File: src/rtl/uart_rx_dev.sv
// UART receiver peripheral: 8N1 deserialiser feeding a small receive FIFO,
// exposed on the device bus as RXDATA / STATUS / CTRL with a level interrupt.
module uart_rx_dev #(
  parameter int ClockFrequency = 50_000_000,
  parameter int BaudRate       = 115_200,
  parameter int FifoDepth      = 8
) (
  input  logic        clk_i,
  input  logic        rst_ni,
  input  logic        device_req_i,
  input  logic [31:0] device_addr_i,
  input  logic        device_we_i,
  input  logic [3:0]  device_be_i,
  input  logic [31:0] device_wdata_i,
  output logic        device_rvalid_o,
  output logic [31:0] device_rdata_o,
  input  logic        uart_rx_i,
  output logic        irq_o
);

  localparam int ClksPerBit = ClockFrequency / BaudRate;
  localparam int CntW       = $clog2(ClksPerBit);
  localparam int PtrW       = $clog2(FifoDepth);
  localparam int CountW     = PtrW + 1;
  localparam logic [CntW-1:0]   FullLoad  = CntW'(ClksPerBit - 1);
  localparam logic [CntW-1:0]   HalfLoad  = CntW'(ClksPerBit / 2 - 1);
  localparam logic [CountW-1:0] FullCount = CountW'(FifoDepth);

  typedef enum logic [1:0] {IDLE, START, DATA, STOP} state_t;

  state_t            state_q, state_d;
  logic              sync_p0, sync_p1, rx_prev;
  logic              fall, tick, shift_en, push_req, frame_set;
  logic [CntW-1:0]   baud_q;
  logic [2:0]        bit_q;
  logic [7:0]        shift_q;
  logic [7:0]        mem [FifoDepth];
  logic [PtrW-1:0]   wr_ptr, rd_ptr;
  logic [CountW-1:0] count_q;
  logic              not_empty, full, pop, push_ok, overrun_set;
  logic              overrun_q, frame_err_q;
  logic [1:0]        ctrl_q;
  logic              wr_status, wr_ctrl, rd_req;
  logic [31:0]       rmux;
  logic              unused;

  assign unused = ^{device_addr_i[31:4], device_addr_i[1:0], device_be_i, device_wdata_i[31:4]};

  // Two-flop synchroniser plus a delayed copy for falling-edge detection
  always_ff @(posedge clk_i or negedge rst_ni) begin
    if (!rst_ni) begin
      sync_p0 <= 1'b1;
      sync_p1 <= 1'b1;
      rx_prev <= 1'b1;
    end else begin
      sync_p0 <= uart_rx_i;
      sync_p1 <= sync_p0;
      rx_prev <= sync_p1;
    end
  end

  assign fall = rx_prev & ~sync_p1;
  assign tick = (baud_q == '0);

  // Receive FSM state register
  always_ff @(posedge clk_i or negedge rst_ni) begin
    if (!rst_ni) state_q <= IDLE;
    else         state_q <= state_d;
  end

  // Receive FSM next-state logic
  always_comb begin
    state_d = state_q;
    unique case (state_q)
      IDLE:  if (fall) state_d = START;
      START: if (tick) state_d = sync_p1 ? IDLE : DATA;
      DATA:  if (tick && bit_q == 3'd7) state_d = STOP;
      STOP:  if (tick) state_d = IDLE;
      default: state_d = IDLE;
    endcase
  end

  // Receive FSM outputs: sampling strobes and end-of-frame events
  always_comb begin
    shift_en  = 1'b0;
    push_req  = 1'b0;
    frame_set = 1'b0;
    unique case (state_q)
      DATA: shift_en = tick;
      STOP: begin
        push_req  = tick & sync_p1;
        frame_set = tick & ~sync_p1;
      end
      default: ;
    endcase
  end

  // Baud and bit counters: half-bit wait into START, whole bits afterwards
  always_ff @(posedge clk_i or negedge rst_ni) begin
    if (!rst_ni) begin
      baud_q <= '0;
      bit_q  <= '0;
    end else begin
      if (state_q == IDLE) begin
        if (fall) baud_q <= HalfLoad;
      end else if (tick) begin
        baud_q <= FullLoad;
      end else begin
        baud_q <= baud_q - CntW'(1);
      end
      if (state_q == START && tick) bit_q <= '0;
      else if (shift_en)            bit_q <= bit_q + 3'd1;
    end
  end

  // Shift register collecting data bits LSB first
  always_ff @(posedge clk_i) begin
    if (shift_en) shift_q <= {sync_p1, shift_q[7:1]};
  end

  assign rd_req      = device_req_i & ~device_we_i;
  assign wr_status   = device_req_i & device_we_i & (device_addr_i[3:2] == 2'd1);
  assign wr_ctrl     = device_req_i & device_we_i & (device_addr_i[3:2] == 2'd2);
  assign not_empty   = (count_q != '0);
  assign full        = (count_q == FullCount);
  assign pop         = rd_req & (device_addr_i[3:2] == 2'd0) & not_empty;
  assign push_ok     = push_req & (~full | pop);
  assign overrun_set = push_req & full & ~pop;

  // FIFO storage
  always_ff @(posedge clk_i) begin
    if (push_ok) mem[wr_ptr] <= shift_q;
  end

  // FIFO pointers and occupancy count
  always_ff @(posedge clk_i or negedge rst_ni) begin
    if (!rst_ni) begin
      wr_ptr  <= '0;
      rd_ptr  <= '0;
      count_q <= '0;
    end else begin
      if (push_ok) wr_ptr <= wr_ptr + PtrW'(1);
      if (pop)     rd_ptr <= rd_ptr + PtrW'(1);
      unique case ({push_ok, pop})
        2'b10:   count_q <= count_q + CountW'(1);
        2'b01:   count_q <= count_q - CountW'(1);
        default: count_q <= count_q;
      endcase
    end
  end

  // Sticky error flags and control register; a set beats a same-cycle clear
  always_ff @(posedge clk_i or negedge rst_ni) begin
    if (!rst_ni) begin
      overrun_q   <= 1'b0;
      frame_err_q <= 1'b0;
      ctrl_q      <= '0;
    end else begin
      overrun_q   <= overrun_set | (overrun_q & ~(wr_status & device_wdata_i[2]));
      frame_err_q <= frame_set | (frame_err_q & ~(wr_status & device_wdata_i[3]));
      if (wr_ctrl) ctrl_q <= device_wdata_i[1:0];
    end
  end

  // Read data mux on request-cycle state (pre-pop head, pre-clear flags)
  always_comb begin
    rmux = '0;
    unique case (device_addr_i[3:2])
      2'd0: if (not_empty) rmux[7:0] = mem[rd_ptr];
      2'd1: rmux = {16'h0, 8'(count_q), 4'h0, frame_err_q, overrun_q, full, not_empty};
      2'd2: rmux = {30'h0, ctrl_q};
      default: rmux = '0;
    endcase
  end

  // Registered bus response and interrupt
  always_ff @(posedge clk_i or negedge rst_ni) begin
    if (!rst_ni) begin
      device_rvalid_o <= 1'b0;
      device_rdata_o  <= '0;
      irq_o           <= 1'b0;
    end else begin
      device_rvalid_o <= device_req_i;
      device_rdata_o  <= rd_req ? rmux : '0;
      irq_o           <= (ctrl_q[0] & not_empty) | (ctrl_q[1] & (overrun_q | frame_err_q));
    end
  end

endmodule
File: config.mk
export PLATFORM = sky130hd
export DESIGN_NAME = uart_rx_dev
export DESIGN_NICKNAME = d
export VERILOG_FILES = /design/src/rtl/uart_rx_dev.sv
export SDC_FILE = /design/constraint.sdc
export NUM_CORES = 1
export LEC_CHECK = 0
export ABC_AREA = 1
export CORE_MARGIN = 2
export CORE_UTILIZATION = 51
export CTS_CLUSTER_SIZE = 16
export DETAILED_ROUTE_END_ITERATION = 8
export GPL_TIMING_DRIVEN = 0
export PLACE_DENSITY_LB_ADDON = 0.25
export REMOVE_ABC_BUFFERS = 1
export SYNTH_ARGS = -nofsm -noshare
export SYNTH_HDL_FRONTEND = slang
export SYNTH_SLANG_ARGS = --single-unit
File: constraint.sdc
create_clock -name clk_i -period 2.65 [get_ports clk_i]
set_clock_uncertainty 0.15 [all_clocks]
set_input_delay 0.6625 -clock clk_i [delete_from_list [all_inputs] [get_ports clk_i]]
set_output_delay 0.6625 -clock clk_i [all_outputs]
set_load 0.1 [all_outputs]
======== Word level (Yosys, flattened, before mapping) ========
Memories as Yosys holds them, arrays and structs flattened.
Index checks and enable logic that the tools add are counted.
word-level totals
  logic and storage cells ................. 95
  input port bits ......................... 73
  memories ................................ 1
  output and inout port bits .............. 34
  bits in writable memories ............... 64
  register bits ........................... 73
operators by class
  bitwise logic cells ..................... 29
  equality and inequality tests ........... 13
  multiplexer cells ....................... 21
  reduce and logical (&&, ||, !) cells .... 9
  $add $sub $neg .......................... 6
memory list
  memory  depth  width  read ports  clocked after Yosys merged registers in  write ports  RTL line  text
  mem     8      8      1           0                                        1            37        logic [7:0] mem [FifoDepth];
operators with widths
  operator               count
  $mux W32               1
  $mux W9                3
  $pmux W8 S3            1
  $and A1 B1 Y1          18
  $mux W2                5
  $add A3 B1 Y3 const B  3
  $logic_not A9 Y1       1
  $sub A9 B1 Y9 const B  1
  $eq A2 B2 Y1 const B   4
  $mux W8                1
  $ne A2 B2 Y1 const B   4
  $pmux W2 S4            1
  $pmux W4 S2            1
  $eq A2 B1 Y1 const B   3
  $mux W3                2
  $not A1 Y1             6
  $mux W1                5
  $or A1 B1 Y1           5
  $add A4 B1 Y4 const B  1
  $eq A4 B4 Y1 const B   1
  $logic_not A2 Y1       2
  $mux W4                1
  $reduce_and A4 Y1      1
  $reduce_bool A2 Y1     2
  other kinds (4)        5

======== Longest topological paths before layout ========
  depth after elaboration ................. 8
  depth in mapped cells ................... 12
  gate-level depth less buffers ........... 12

======== Least setup slack after synthesis ========
OpenSTA, ideal clock, no wires.
  path type ............................... in2reg
  start point ............................. in device_addr_i[3]
  end point ............................... mem mem[0][0] (enable)
  required time ........................... 2.117 ns
  setup slack ............................. 0.162 ns
  setup time .............................. 0.383 ns
  arrival ................................. 1.955 ns
  stages on the path ...................... 9
  buffers on the path ..................... 0
  cells stage by stage .................... nor2_1 inv_1 nor2_1 nand2_2 nand2_1 inv_2 nor2_8 nand2_2 nor3_1
on the way
  longest elaborated chain between the ends .. 7
RTL lines
  what                           RTL line  text
  start, declared                11        input logic [31:0] device_addr_i,
  $logic_not A2 Y1               126       assign pop = rd_req & (device_addr_i[3:2] == 2'd0) & not_empty;
  $and A1 B1 Y1 (2 in series)    126
  $or A1 B1 Y1                   127       assign push_ok = push_req & (~full | pop);
  $and A1 B1 Y1                  127
  $mux W1                        132       if (push_ok) mem[wr_ptr] <= shift_q;
  $mux W1 (not written as such)  132
  end, declared                  37
Every way passes these cells.

======== Final worst setup path ========
  start point ............................. in device_req_i
  end point ............................... mem mem[3][6] (enable)
on the way
  longest elaborated chain between the ends .. 7
RTL lines
  what                           RTL line  text
  start, declared                10        input logic device_req_i,
  $and A1 B1 Y1                  121       assign rd_req = device_req_i & ~device_we_i;
  $and A1 B1 Y1 (2 in series)    126
  $or A1 B1 Y1                   127
  $and A1 B1 Y1                  127
  $mux W1                        132
  $mux W1 (not written as such)  132
Every way passes these cells.

==> flow_summary.toml <==
[status]
outcome = "finished, final reports clean"

[finish]
final_common_cell = "edfxtp_1"
n_fill_cell = 764
antenna_cells = 0
drive_gt1_share_pct = 14.7
final_cell_mix = "edfxtp_1 (72), nor2_1 (60), o21ai_0 (46)"
nets = 562
multi_input_area_um2 = 1500
final_cells = 629
ff_latch_area_um2 = 3290
synthToLayoutAreaGrowth_pct = 19.5

[routing]
ant_nets = 0
avgViaCountPerCell = 5.20
wl_um = 9650
drtIter0Drc = 259
wl_per_cell_um = 15.3
dr.pass1.iters = 4
via_count = 3268
drc = 0

[synth]
synth_edf_count = 72
yosysWarnings = 0
synth-seq-cells = 117
synth-xor-area-share_pct = 1.58
synthMuxAreaShare_pct = 0.452
ys.flop_type = "edfxtp_1"
synth_cell_type_count = 35
async_flop_share_pct = 38.5
synth_top_family_by_area = "simple AND/OR/NAND/NOR gates"
synth-simple-area-share_pct = 13.8
synth_fa_ha_area_share_pct = 1.51
ys_seq_area_share_pct = 66.0
avgSynthCellArea_um2 = 11.3
syn_inst = 443
synth_compound_area_share_pct = 9.33
synth_area_um2 = 4990

[global_routing]
gr-total-overflow = 0
grt_start_max_net_pins = 41
grt_pass1_wl_um = 15000
grt.total_usage_pct = 19.6
grt_pass1_vias = 3054
antenna_found_initial = 0

[placement]
dp.cells = 589
port_buffers = 24
gp_congestion = 0.849
place_hpwl_um = 5870

[clock_network]
htree_levels = 4
numCtsBuffers = 17
clock_sinks = 117
clk_pin_slew_ps = 50
cts_tree = "built"
root_buffer = "clkbuf_8"
cts_buffer_depth = 2
clock_latency_ps = 510

[min_path]
hp-class = "flip-flop to flip-flop"

[die]
initial_core_util_pct = 51.7
fp.dieH_um = 103
dieArea_um2 = 10600
core_um2 = 9640
die_w_um = 103
ios = 107
rows = 36

[worst_setup_path]
crit_path_start_kind = "input port"
crit_fanout = 9
worstPathArrival_ps = 2550
crit_required_ps = 2650
worstSetupEndpointType = "flip-flop"
critPathKind = "input port to flip-flop"

[run]
maxCapViolations = 0

[sta]
hold_viol_final = 0
fin_crit_ps = 2550
max-slew-margin-rel_pct = 35.6
rsz0062_at_grt = "false"
min_period_over_period_pct = 96.4
max_freq_mhz = 392
drv_slew = 0
setup_violations = 0
whs_ps = 206
worst_slew_pin_slew_ps = 969

[pwr]
p_leak_nw = 2.43
ir_worst_vdd_mv = 0.583
combinationalPowerShare_pct = 24.6
p_per_area_nw_per_um2 = 972
seq_power_share_pct = 40.5
switching_share_pct = 35.4
clock_power_share_pct = 34.9
intPower_w = 0.00375
p_sw_w = 0.00205
repair_timing:
action / CTS / global route
resized for setup: 19 / 4
endpoints found under the hold margin: 5 / 0
pin swaps: 0 / 4
hold buffers: 1 / 0
buffers inserted: 0 / 7
setup endpoints to repair: 79 / 32
final timing paths:
check                      depth (start not counted)  slack (ps)    startpoint                end
max                                                9         100  device_req_i          mem[3][6]
min                                                0         210       sync_p0            sync_p1
max reg2reg                                        8         200     baud_q[0]          mem[3][6]
min reg2reg                                        0         210       sync_p0            sync_p1
max in group asynchronous                          3        1440        rst_ni            sync_p1
min in group asynchronous                          2         380        rst_ni  device_rdata_o[5]
per-stage QoR:
stage	setup WS [ps]	TNS [ps]	area, um2	util [%]	power [W]
after floorplan	162	0	4860	-	0.00342
after global placement	-1180	-97890	5260	54.6	0.00378
after detailed placement	-704	-42300	5320	55.2	0.00382
after CTS	-164	-4140	5870	60.9	0.00583
after global routing	9.74	0	5960	61.8	0.00614
final	96.2	0	5960	61.8	0.00580
registers in the layout, summed over array words and instances (netlist names), named ones only:
signal,flops
baud_q,9
bit_q,3
count_q,4
ctrl_q,2
device_rdata_o,12
device_rvalid_o,1
frame_err_q,1
irq_o,1
mem,64
overrun_q,1
rd_ptr,3
rx_prev,1
shift_q,8
state_q,1
sync_p0,1
sync_p1,1
wr_ptr,3
cell type report:
class                   instances  area share (%)
repair buffers                 33            5.25
multi-input cells             272            25.1
clock buffers                  18            7.01
clock inverters                14            1.93
well taps                     133            2.79
inverters                      42            2.64
flip-flops and latches        117            55.2
power by group through the flow:
stage          Clock [W]  Combinational (W)  Sequential, W
2_1_floorplan          0           0.000995        0.00243
3_3_place_gp           0            0.00141        0.00237
3_5_place_dp           0            0.00144        0.00237
4_1_cts          0.00205            0.00144        0.00234
5_1_grt          0.00215            0.00161        0.00237
6_report         0.00202            0.00143        0.00235
cells in the mapped netlist (5+ instances only):
library cell	n	area share, %
ha_1	6	1.5
o211ai_1	8	1.2
o21ai_0	46	4.6
nand3_1	20	2.0
edfxtp_1	72	43
nand2_1	45	3.4
o21ai_1	5	0.50
nor2_1	60	4.5
nor3_1	13	1.3
o22ai_1	6	0.75
inv_2	5	0.38
inv_1	37	2.8
buf_2	8	0.80
dfrtp_1	42	21
a21oi_1	7	0.70
buf_4	20	3.0
nand2_2	6	0.75
xor2_1	8	1.4
kinds of logic (layout without fill, tap and decap cells):
group	Yosys count	in the layout
simple gates	153	153
compound gates	82	82
mux	2	2
other cells	1	20
xor+xnor	9	9
buf+inv	73	107
fa+ha+maj	6	6
flops	117	117
worst max-delay path: stages:
cell and delay [ps]:
clkdlybuf4s50_1 540, nand2_2 150, nor2_1 160, nand2_2 120
nand2_1 120, inv_2 70, nor2_8 120, nand2_4 120
nor3_4 470
per-layer routing:
layer  share of wire, %  track usage [%]  wire, um
met1                 44             25.5      4260
met2                 49             30.9      4700
met3                5.9             7.39       570
met4                1.3             6.17       124
met5                  0                0         0
Note: power is estimated with default switching activity, not from simulation.
